### src/rtl/mips_pkg.sv
// mips_pkg: shared MIPS pipeline types, ALU encodings and the bubble control bundle
package mips_pkg;

    localparam int DATA_W_DEF = 32;
    localparam int REG_AW_DEF = 5;

    localparam logic [3:0] ALU_AND = 4'h0;
    localparam logic [3:0] ALU_OR  = 4'h1;
    localparam logic [3:0] ALU_ADD = 4'h2;
    localparam logic [3:0] ALU_SUB = 4'h6;
    localparam logic [3:0] ALU_SLT = 4'h7;
    localparam logic [3:0] ALU_NOR = 4'hC;

    typedef struct packed {
        logic       valid;
        logic       reg_write;
        logic       mem_to_reg;
        logic       mem_read;
        logic       mem_write;
        logic       alu_src;
        logic       reg_dst;
        logic [3:0] alu_ctrl;
    } ctrl_t;

    localparam ctrl_t BUBBLE = '0;

endpackage

### src/rtl/load_use_detect.sv
// load_use_detect: flags an ID instruction reading the register a load in EX has yet to produce
module load_use_detect
    import mips_pkg::*;
#(
    parameter int REG_AW = REG_AW_DEF
) (
    input  logic              ex_valid,
    input  logic              ex_mem_read,
    input  logic [REG_AW-1:0] ex_rt,
    input  logic              id_valid,
    input  logic [REG_AW-1:0] id_rs,
    input  logic [REG_AW-1:0] id_rt,
    output logic              load_use
);

    assign load_use = ex_valid & ex_mem_read & (ex_rt != '0) & id_valid &
                      ((ex_rt == id_rs) | (ex_rt == id_rt));

endmodule

### src/rtl/id_ex_pipeline_reg.sv
// id_ex_pipeline_reg: ID/EX stage register with load-use stall, flush bubbles and stall counter
module id_ex_pipeline_reg
    import mips_pkg::*;
#(
    parameter int DATA_W = DATA_W_DEF,
    parameter int REG_AW = REG_AW_DEF,
    parameter int CNT_W  = 16
) (
    input  logic              CLK,
    input  logic              RST_N,
    input  logic              ID_Valid,
    input  logic              ID_RegWrite,
    input  logic              ID_MemToReg,
    input  logic              ID_MemRead,
    input  logic              ID_MemWrite,
    input  logic              ID_ALUSrc,
    input  logic              ID_RegDst,
    input  logic [3:0]        ID_ALUCtrl,
    input  logic [DATA_W-1:0] ID_RD1,
    input  logic [DATA_W-1:0] ID_RD2,
    input  logic [DATA_W-1:0] ID_SignImm,
    input  logic [DATA_W-1:0] ID_PCPlus4,
    input  logic [REG_AW-1:0] ID_Rs,
    input  logic [REG_AW-1:0] ID_Rt,
    input  logic [REG_AW-1:0] ID_Rd,
    input  logic              Flush,
    input  logic              Hold,
    output logic              EX_Valid,
    output logic              EX_RegWrite,
    output logic              EX_MemToReg,
    output logic              EX_MemRead,
    output logic              EX_MemWrite,
    output logic              EX_ALUSrc,
    output logic              EX_RegDst,
    output logic [3:0]        EX_ALUCtrl,
    output logic [DATA_W-1:0] EX_RD1,
    output logic [DATA_W-1:0] EX_RD2,
    output logic [DATA_W-1:0] EX_SignImm,
    output logic [DATA_W-1:0] EX_PCPlus4,
    output logic [REG_AW-1:0] EX_Rs,
    output logic [REG_AW-1:0] EX_Rt,
    output logic [REG_AW-1:0] EX_Rd,
    output logic              StallF,
    output logic              StallD,
    output logic [CNT_W-1:0]  LoadUseCnt
);

    ctrl_t             id_ctrl, ctrl_d, ctrl_q;
    logic [DATA_W-1:0] rd1_d, rd1_q, rd2_d, rd2_q, imm_d, imm_q, pc_d, pc_q;
    logic [REG_AW-1:0] rs_d, rs_q, rt_d, rt_q, rd_d, rd_q;
    logic [CNT_W-1:0]  cnt_d, cnt_q;
    logic              load_use, bubble, count;

    assign id_ctrl = {ID_Valid, ID_RegWrite, ID_MemToReg, ID_MemRead,
                      ID_MemWrite, ID_ALUSrc, ID_RegDst, ID_ALUCtrl};

    load_use_detect #(.REG_AW(REG_AW)) u_load_use_detect (
        .ex_valid    (ctrl_q.valid),
        .ex_mem_read (ctrl_q.mem_read),
        .ex_rt       (rt_q),
        .id_valid    (ID_Valid),
        .id_rs       (ID_Rs),
        .id_rt       (ID_Rt),
        .load_use    (load_use)
    );

    // Flush wins over everything; Hold freezes the stage; an unflushed load-use inserts a counted bubble
    always_comb begin
        bubble = Flush | (~Hold & load_use);
        count  = ~Flush & ~Hold & load_use & (cnt_q != '1);
        ctrl_d = Hold ? ctrl_q : id_ctrl;
        rd1_d  = Hold ? rd1_q : ID_RD1;
        rd2_d  = Hold ? rd2_q : ID_RD2;
        imm_d  = Hold ? imm_q : ID_SignImm;
        pc_d   = Hold ? pc_q : ID_PCPlus4;
        rs_d   = Hold ? rs_q : ID_Rs;
        rt_d   = Hold ? rt_q : ID_Rt;
        rd_d   = Hold ? rd_q : ID_Rd;
        cnt_d  = count ? cnt_q + CNT_W'(1) : cnt_q;
        if (bubble) begin
            ctrl_d = BUBBLE;
            rd1_d  = '0;
            rd2_d  = '0;
            imm_d  = '0;
            pc_d   = '0;
            rs_d   = '0;
            rt_d   = '0;
            rd_d   = '0;
        end
    end

    // Stage state register; reset leaves a bubble in EX and clears the stall count
    always_ff @(posedge CLK or negedge RST_N) begin
        if (!RST_N) begin
            ctrl_q <= BUBBLE;
            rd1_q  <= '0;
            rd2_q  <= '0;
            imm_q  <= '0;
            pc_q   <= '0;
            rs_q   <= '0;
            rt_q   <= '0;
            rd_q   <= '0;
            cnt_q  <= '0;
        end else begin
            ctrl_q <= ctrl_d;
            rd1_q  <= rd1_d;
            rd2_q  <= rd2_d;
            imm_q  <= imm_d;
            pc_q   <= pc_d;
            rs_q   <= rs_d;
            rt_q   <= rt_d;
            rd_q   <= rd_d;
            cnt_q  <= cnt_d;
        end
    end

    assign EX_Valid    = ctrl_q.valid;
    assign EX_RegWrite = ctrl_q.reg_write;
    assign EX_MemToReg = ctrl_q.mem_to_reg;
    assign EX_MemRead  = ctrl_q.mem_read;
    assign EX_MemWrite = ctrl_q.mem_write;
    assign EX_ALUSrc   = ctrl_q.alu_src;
    assign EX_RegDst   = ctrl_q.reg_dst;
    assign EX_ALUCtrl  = ctrl_q.alu_ctrl;
    assign EX_RD1      = rd1_q;
    assign EX_RD2      = rd2_q;
    assign EX_SignImm  = imm_q;
    assign EX_PCPlus4  = pc_q;
    assign EX_Rs       = rs_q;
    assign EX_Rt       = rt_q;
    assign EX_Rd       = rd_q;
    assign StallF      = (load_use & ~Flush) | Hold;
    assign StallD      = StallF;
    assign LoadUseCnt  = cnt_q;

endmodule
### config.mk
export PLATFORM = sky130hd
export DESIGN_NAME = id_ex_pipeline_reg
export DESIGN_NICKNAME = d
export VERILOG_FILES = /design/src/rtl/mips_pkg.sv /design/src/rtl/load_use_detect.sv /design/src/rtl/id_ex_pipeline_reg.sv
export SDC_FILE = /design/constraint.sdc
export NUM_CORES = 1
export LEC_CHECK = 0
export ABC_AREA = 1
export CORE_MARGIN = 10
export CORE_UTILIZATION = 41
export DETAILED_ROUTE_END_ITERATION = 10
export GPL_ROUTABILITY_DRIVEN = 1
export PLACE_DENSITY = 0.84
export SLEW_MARGIN = 15
export SYNTH_ARGS = -nofsm -noshare
export SYNTH_HDL_FRONTEND = slang
export SYNTH_SLANG_ARGS = --single-unit
### constraint.sdc
create_clock -name CLK -period 2.1 [get_ports CLK]
set_input_delay 0.525 -clock CLK [delete_from_list [all_inputs] [get_ports CLK]]
set_output_delay 0.525 -clock CLK [all_outputs]
set_load 0.05 [all_outputs]
Word level (Yosys, flattened, before mapping)
Cells that the tools add are included.
W data, S select, Z words.
{"block": "word_totals", "reg_bits": 170, "latch_bits": 0, "ram_bits": 0, "romBits": 0, "input_bits": 158, "output_inout_bits": 172, "mem_count": 0}
{"block": "classes", "add_sub_neg": 1, "multipliers": 0, "div": 0, "order_cmp": 0, "n_eq_ne": 4, "n_shift": 0, "n_mux": 16, "bitwise": 14, "reduce_logical": 1}
{"cell": "$mux W32", "count": 8}
{"cell": "$mux W5", "count": 6}
{"cell": "$mux W11", "count": 2}
{"cell": "$add A16 B1 Y16 const B", "count": 1}
{"cell": "$ne A16 B16 Y1 const B", "count": 1}
{"cell": "$eq A5 B5 Y1", "count": 2}
{"cell": "$and A1 B1 Y1", "count": 9}
{"cell": "$reduce_bool A5 Y1", "count": 1}
{"cell": "$or A1 B1 Y1", "count": 3}
{"cell": "$ne A2 B1 Y1 const B", "count": 1}
{"cell": "$not A1 Y1", "count": 2}

Logic depth before layout (Yosys ltp)
{"block": "logic_depth", "word_depth": 7, "depth_mapped": 11, "depth_no_buf": 10}

By module
A second synthesis with hierarchy kept.
{"block": "hier_totals", "hier_cells": 883, "hier_area_um2": 7541.0}
{"mod": "id_ex_pipeline_reg", "n_inst": 1, "cells_each": 838, "area_per_inst_um2": 7342.0, "seq_area_each_um2": 4254.1}
{"mod": "load_use_detect", "n_inst": 1, "cells_each": 45, "area_per_inst_um2": 198.9, "seq_area_each_um2": 0.0}

Worst setup path after synthesis
No wires, ideal clock.
{"block": "synth_timing", "path_kind": "register to output", "start": "register rt_q[0] (netlist: EX_Rt[0])", "end": "output port StallF", "arrival_ps": 2772, "setup_slack_ps": -1197, "path_stages_with_launch": 10, "path_cell_list": "dfrtp_1 > inv_1 > nand2_1 > nand2_1 > nor2_2 > nand3_2 > nand2_4 > nand2_4 > o21ai_0 > buf_4"}
{"block": "synth_via", "elab_chain_cells": 6, "elab_cells_between_ends": 9, "cone_classes": "eq/ne: 2; bitwise: 6; reduce/logical: 1"}
{"item": "start: declaration", "line_no": "id_ex_pipeline_reg.sv:50", "source": "logic [REG_AW-1:0] rs_d, rs_q, rt_d, rt_q, rd_d, rd_q;"}
{"item": "start signal: assignment", "line_no": "id_ex_pipeline_reg.sv:111", "source": "rt_q <= rt_d;"}
{"item": "$reduce_bool A5 Y1", "line_no": "load_use_detect.sv:16", "source": "assign load_use = ex_valid & ex_mem_read & (ex_rt != '0) & id_valid &"}
{"item": "$and A1 B1 Y1 (2 in series)", "line_no": "load_use_detect.sv:16"}
{"item": "$and A1 B1 Y1 (*)", "line_no": "load_use_detect.sv:16"}
{"item": "$and A1 B1 Y1 (*)", "line_no": "id_ex_pipeline_reg.sv:132", "source": "assign StallF = (load_use & ~Flush) | Hold;"}
{"item": "$or A1 B1 Y1 (*)", "line_no": "id_ex_pipeline_reg.sv:132"}
{"item": "end: declaration", "line_no": "id_ex_pipeline_reg.sv:43", "source": "output logic StallF,"}
Mark *: on every way between the ends. The rest lies on a longest branch, timed or not.

Worst setup path in the final report
{"block": "layout_timing", "start": "register rt_q[4] (netlist: EX_Rt[4])", "end": "output port StallD"}
{"block": "layout_via", "elab_chain_cells": 6, "elab_cells_between_ends": 9, "cone_classes": "eq/ne: 2; bitwise: 6; reduce/logical: 1"}
{"item": "$reduce_bool A5 Y1", "line_no": "load_use_detect.sv:16"}
{"item": "$and A1 B1 Y1 (2 in series)", "line_no": "load_use_detect.sv:16"}
{"item": "$and A1 B1 Y1 (*)", "line_no": "load_use_detect.sv:16"}
{"item": "$and A1 B1 Y1 (*)", "line_no": "id_ex_pipeline_reg.sv:132"}
{"item": "$or A1 B1 Y1 (*)", "line_no": "id_ex_pipeline_reg.sv:132"}
{"item": "end: declaration", "line_no": "id_ex_pipeline_reg.sv:44", "source": "output logic StallD,"}
Marks and branches as above.

==> results.ini <==
[global_route]
grt_pass1_wl_um=40640
overflow=0
grt_pass1_vias=7287
antenna_found_initial=1
grt_use_total_pct=20.68
grt_max_degree=88

[sta]
worst_slew_margin_rel_pct=62.21
finalSetupViolCount=2
rsz0062_at_grt=yes
hold_viol=0
skew_ns=0.01225
worst_pin_slew_ns=0.5669
period_needed_ns=2.360
setup_slack_ns=-0.2603
finalSetupTns_ns=-0.5201
finalMaxSlewViolations=0
finalCritPeriodShare_pct=112.4
fmax_ghz=0.4237

[pwr]
intPower_w=0.005957
sw_frac_of_total_pct=30.78
clkPwrFrac_pct=37.7
p_per_area_mw_per_mm2=730.7
comb_power_share_pct=21.2
power_frac_seq_pct=41.2
p_sw_w=0.002649
ir_drop_uv=538.4
leakagePower_nw=5.731

[die]
core.rowCount=50
core_mm2=0.01871
io_pins=330
die_w_um=157.8
start_util_pct=41.65
dieArea_mm2=0.02491
die_h_um=157.8

[clock_network]
cts_root_buffer=clkbuf_16
clk_path_buf_depth=2
cts_max_level=4
cts_tree=built
clk_latency_ns=0.42
numCtsBuffers=17
clk_pin_slew_ns=0.07
cts_sinks=170

[drt]
dr.pass1.iters=5
drt_iter0_markers=492
antenna_left=0
drt-total-wl_um=26530
vias_per_cell=5.156
wire_per_inst_um=18.69
vias=7317
drcViolationCount=0

[layout]
layout-drive-gt1-share_pct=20.00
stdcell_count=1419
layout.nets=1332
post-route-util_pct=62.96
area_growth_pct=51.19
stdcell_area_mm2=0.01178
diodes=0
fillers=1573

[placed_design]
place_area_mm2=0.01122
place.gp.congestion=0.8158
portBuffers=329
hpwl_um=18900
dp_cells=1382

[status]
status=finished with violations
violations=negative setup slack

[setup_path]
crit_type=reg2out
cp-start-kind=flip-flop
cp.arrival_ns=1.84
worst_setup_path_end_kind=primary output
cp_max_fo=4
crit_required_ns=1.57

[synthesis]
synth_nets=1020
syn_area_per_cell_um2=9.048
yosysWarnings=0
ys_ff_latch=170
synthDistinctLibCells=30
ys_seq_area_share_pct=54.61
netlist_area_mm2=0.007790
synth_cells=861

[run]
maxCapViolations=0

[hold_path]
hold_class=in2reg

==> worst paths after layout <==
path	from	end	slack, ns	cells past startpoint
max	EX_Rt[4]	StallD	-0.26	8
min	ID_Rs[2]	EX_Rs[2]	0.46	3
max reg2reg	EX_Rt[1]	EX_RD1[24]	0.27	10
min reg2reg	EX_Rd[0]	EX_Rd[0]	0.51	2
max in group asynchronous	RST_N	EX_MemRead	0.95	3
min in group asynchronous	RST_N	EX_SignImm[26]	0.50	2
==> layer usage <==
metal	wire [um]	track usage [%]	vias to the layer above
met5	13	0	-
met4	519	6.812	2
met3	2135	6.703	35
met2	13300	34.48	287
met1	10560	24.71	3504
li1	-	-	3489
==> power groups by stage <==
stage / clock network, W / logic, W / registers, W
6_report: 0.00324 / 0.00182 / 0.00354
3_5_place_dp: 0 / 0.00189 / 0.00360
5_1_grt: 0.00347 / 0.00193 / 0.00356
2_1_floorplan: 0 / 0.000426 / 0.00420
4_1_cts: 0.00329 / 0.00183 / 0.00354
3_3_place_gp: 0 / 0.00187 / 0.00359
==> placed cells by master (no fill, tap or decap), types with 3 or more instances in the layout <==
cell             instances
xor2_1                  11
nand3_1                157
buf_4                   92
dfrtp_2                  7
o21ai_1                  5
nand2_2                 15
o21ai_0                 94
dfrtp_1                163
dlygate4sd2_1          105
inv_2                    6
clkbuf_16               17
nor2_1                  11
buf_12                  16
o21ai_2                 50
o22ai_1                  5
nor3_1                   4
nor2_2                   4
xnor2_1                  3
clkinvlp_4               3
inv_6                    4
inv_1                   16
bufinv_16                3
nand2_1                221
nand3_2                  3
clkdlybuf4s50_1        145
==> area by class of cell <==
type / instances / area, um2 / share of cell area [%]
Sequential cell: 170 / 4263 / 36.19
Timing Repair Buffer: 361 / 3416 / 29.00
Multi-Input combinational cell: 599 / 3115 / 26.45
Clock buffer: 18 / 429.2 / 3.644
Tap cell: 234 / 292.8 / 2.486
Clock inverter: 13 / 166.4 / 1.413
Inverter: 24 / 95.09 / 0.8074
==> sequential cells by signal (all words and copies together) (netlist names) <==
signal,count
EX_ALUCtrl,4
EX_ALUSrc,1
EX_MemRead,1
EX_MemToReg,1
EX_MemWrite,1
EX_PCPlus4,32
EX_RD1,32
EX_RD2,32
EX_Rd,5
EX_RegDst,1
EX_RegWrite,1
EX_Rs,5
EX_Rt,5
EX_SignImm,32
EX_Valid,1
LoadUseCnt,16
==> repair_timing <==
action / in CTS / in global routing
hold endpoints to repair: 12 / 0
setup endpoints to repair: 98 / 2
gates resized for setup: 108 / 9
hold buffers: 1 / 0
pin swaps: 6 / 9
setup buffers: 0 / 5
==> worst max-delay path: stages, from the launching register on <==
cell	delay, ns
dfrtp_2	0.45
nand2_1	0.10
nand2_2	0.06
nor2_2	0.11
nand3_2	0.09
nand2_4	0.12
nand2_8	0.06
o21ai_4	0.24
buf_12	0.17
==> synthesized netlist by cell type (all sizes together) <==
library cell | count | area share, %
nand2 | 239 | 12
dfrtp | 170 | 55
nand3 | 161 | 11
o21ai | 150 | 12
clkbuf | 47 | 2.3
inv | 24 | 1.2
buf | 21 | 2.8
nor2 | 17 | 1.0
xor2 | 11 | 1.2
nor3 | 5 | 0.39
o22ai | 5 | 0.40
xnor2 | 5 | 0.56
nand4 | 3 | 0.32
ha | 1 | 0.16
nor3b | 1 | 0.096
o21bai | 1 | 0.096
==> cells by family (layout without fill, tap and decap cells) <==
logic type / count (synthesis) / count (layout) / synth area share, %
and+or+nand+nor: 426 / 426 / 24.64
DFF: 170 / 170 / 54.61
AOI/OAI and AO/OA: 156 / 156 / 12.54
buffers and inverters: 92 / 416 / 6.248
xor gates and xnor gates: 16 / 16 / 1.799
adders and majority gates: 1 / 1 / 0.1606
==> stage by stage <==
step	total power, W	hold slack (ns)	setup WS [ns]
after floorplan	0.004621	0.2294	-0.08609
after global placement	0.005469	0.3645	-0.4812
after detailed placement	0.005496	0.3659	-0.4841
after CTS	0.008658	0.4779	-0.2918
after global routing	0.008958	0.4901	-0.3716
final	0.008606	0.4637	-0.2603
(Power assumes the default switching activity.)
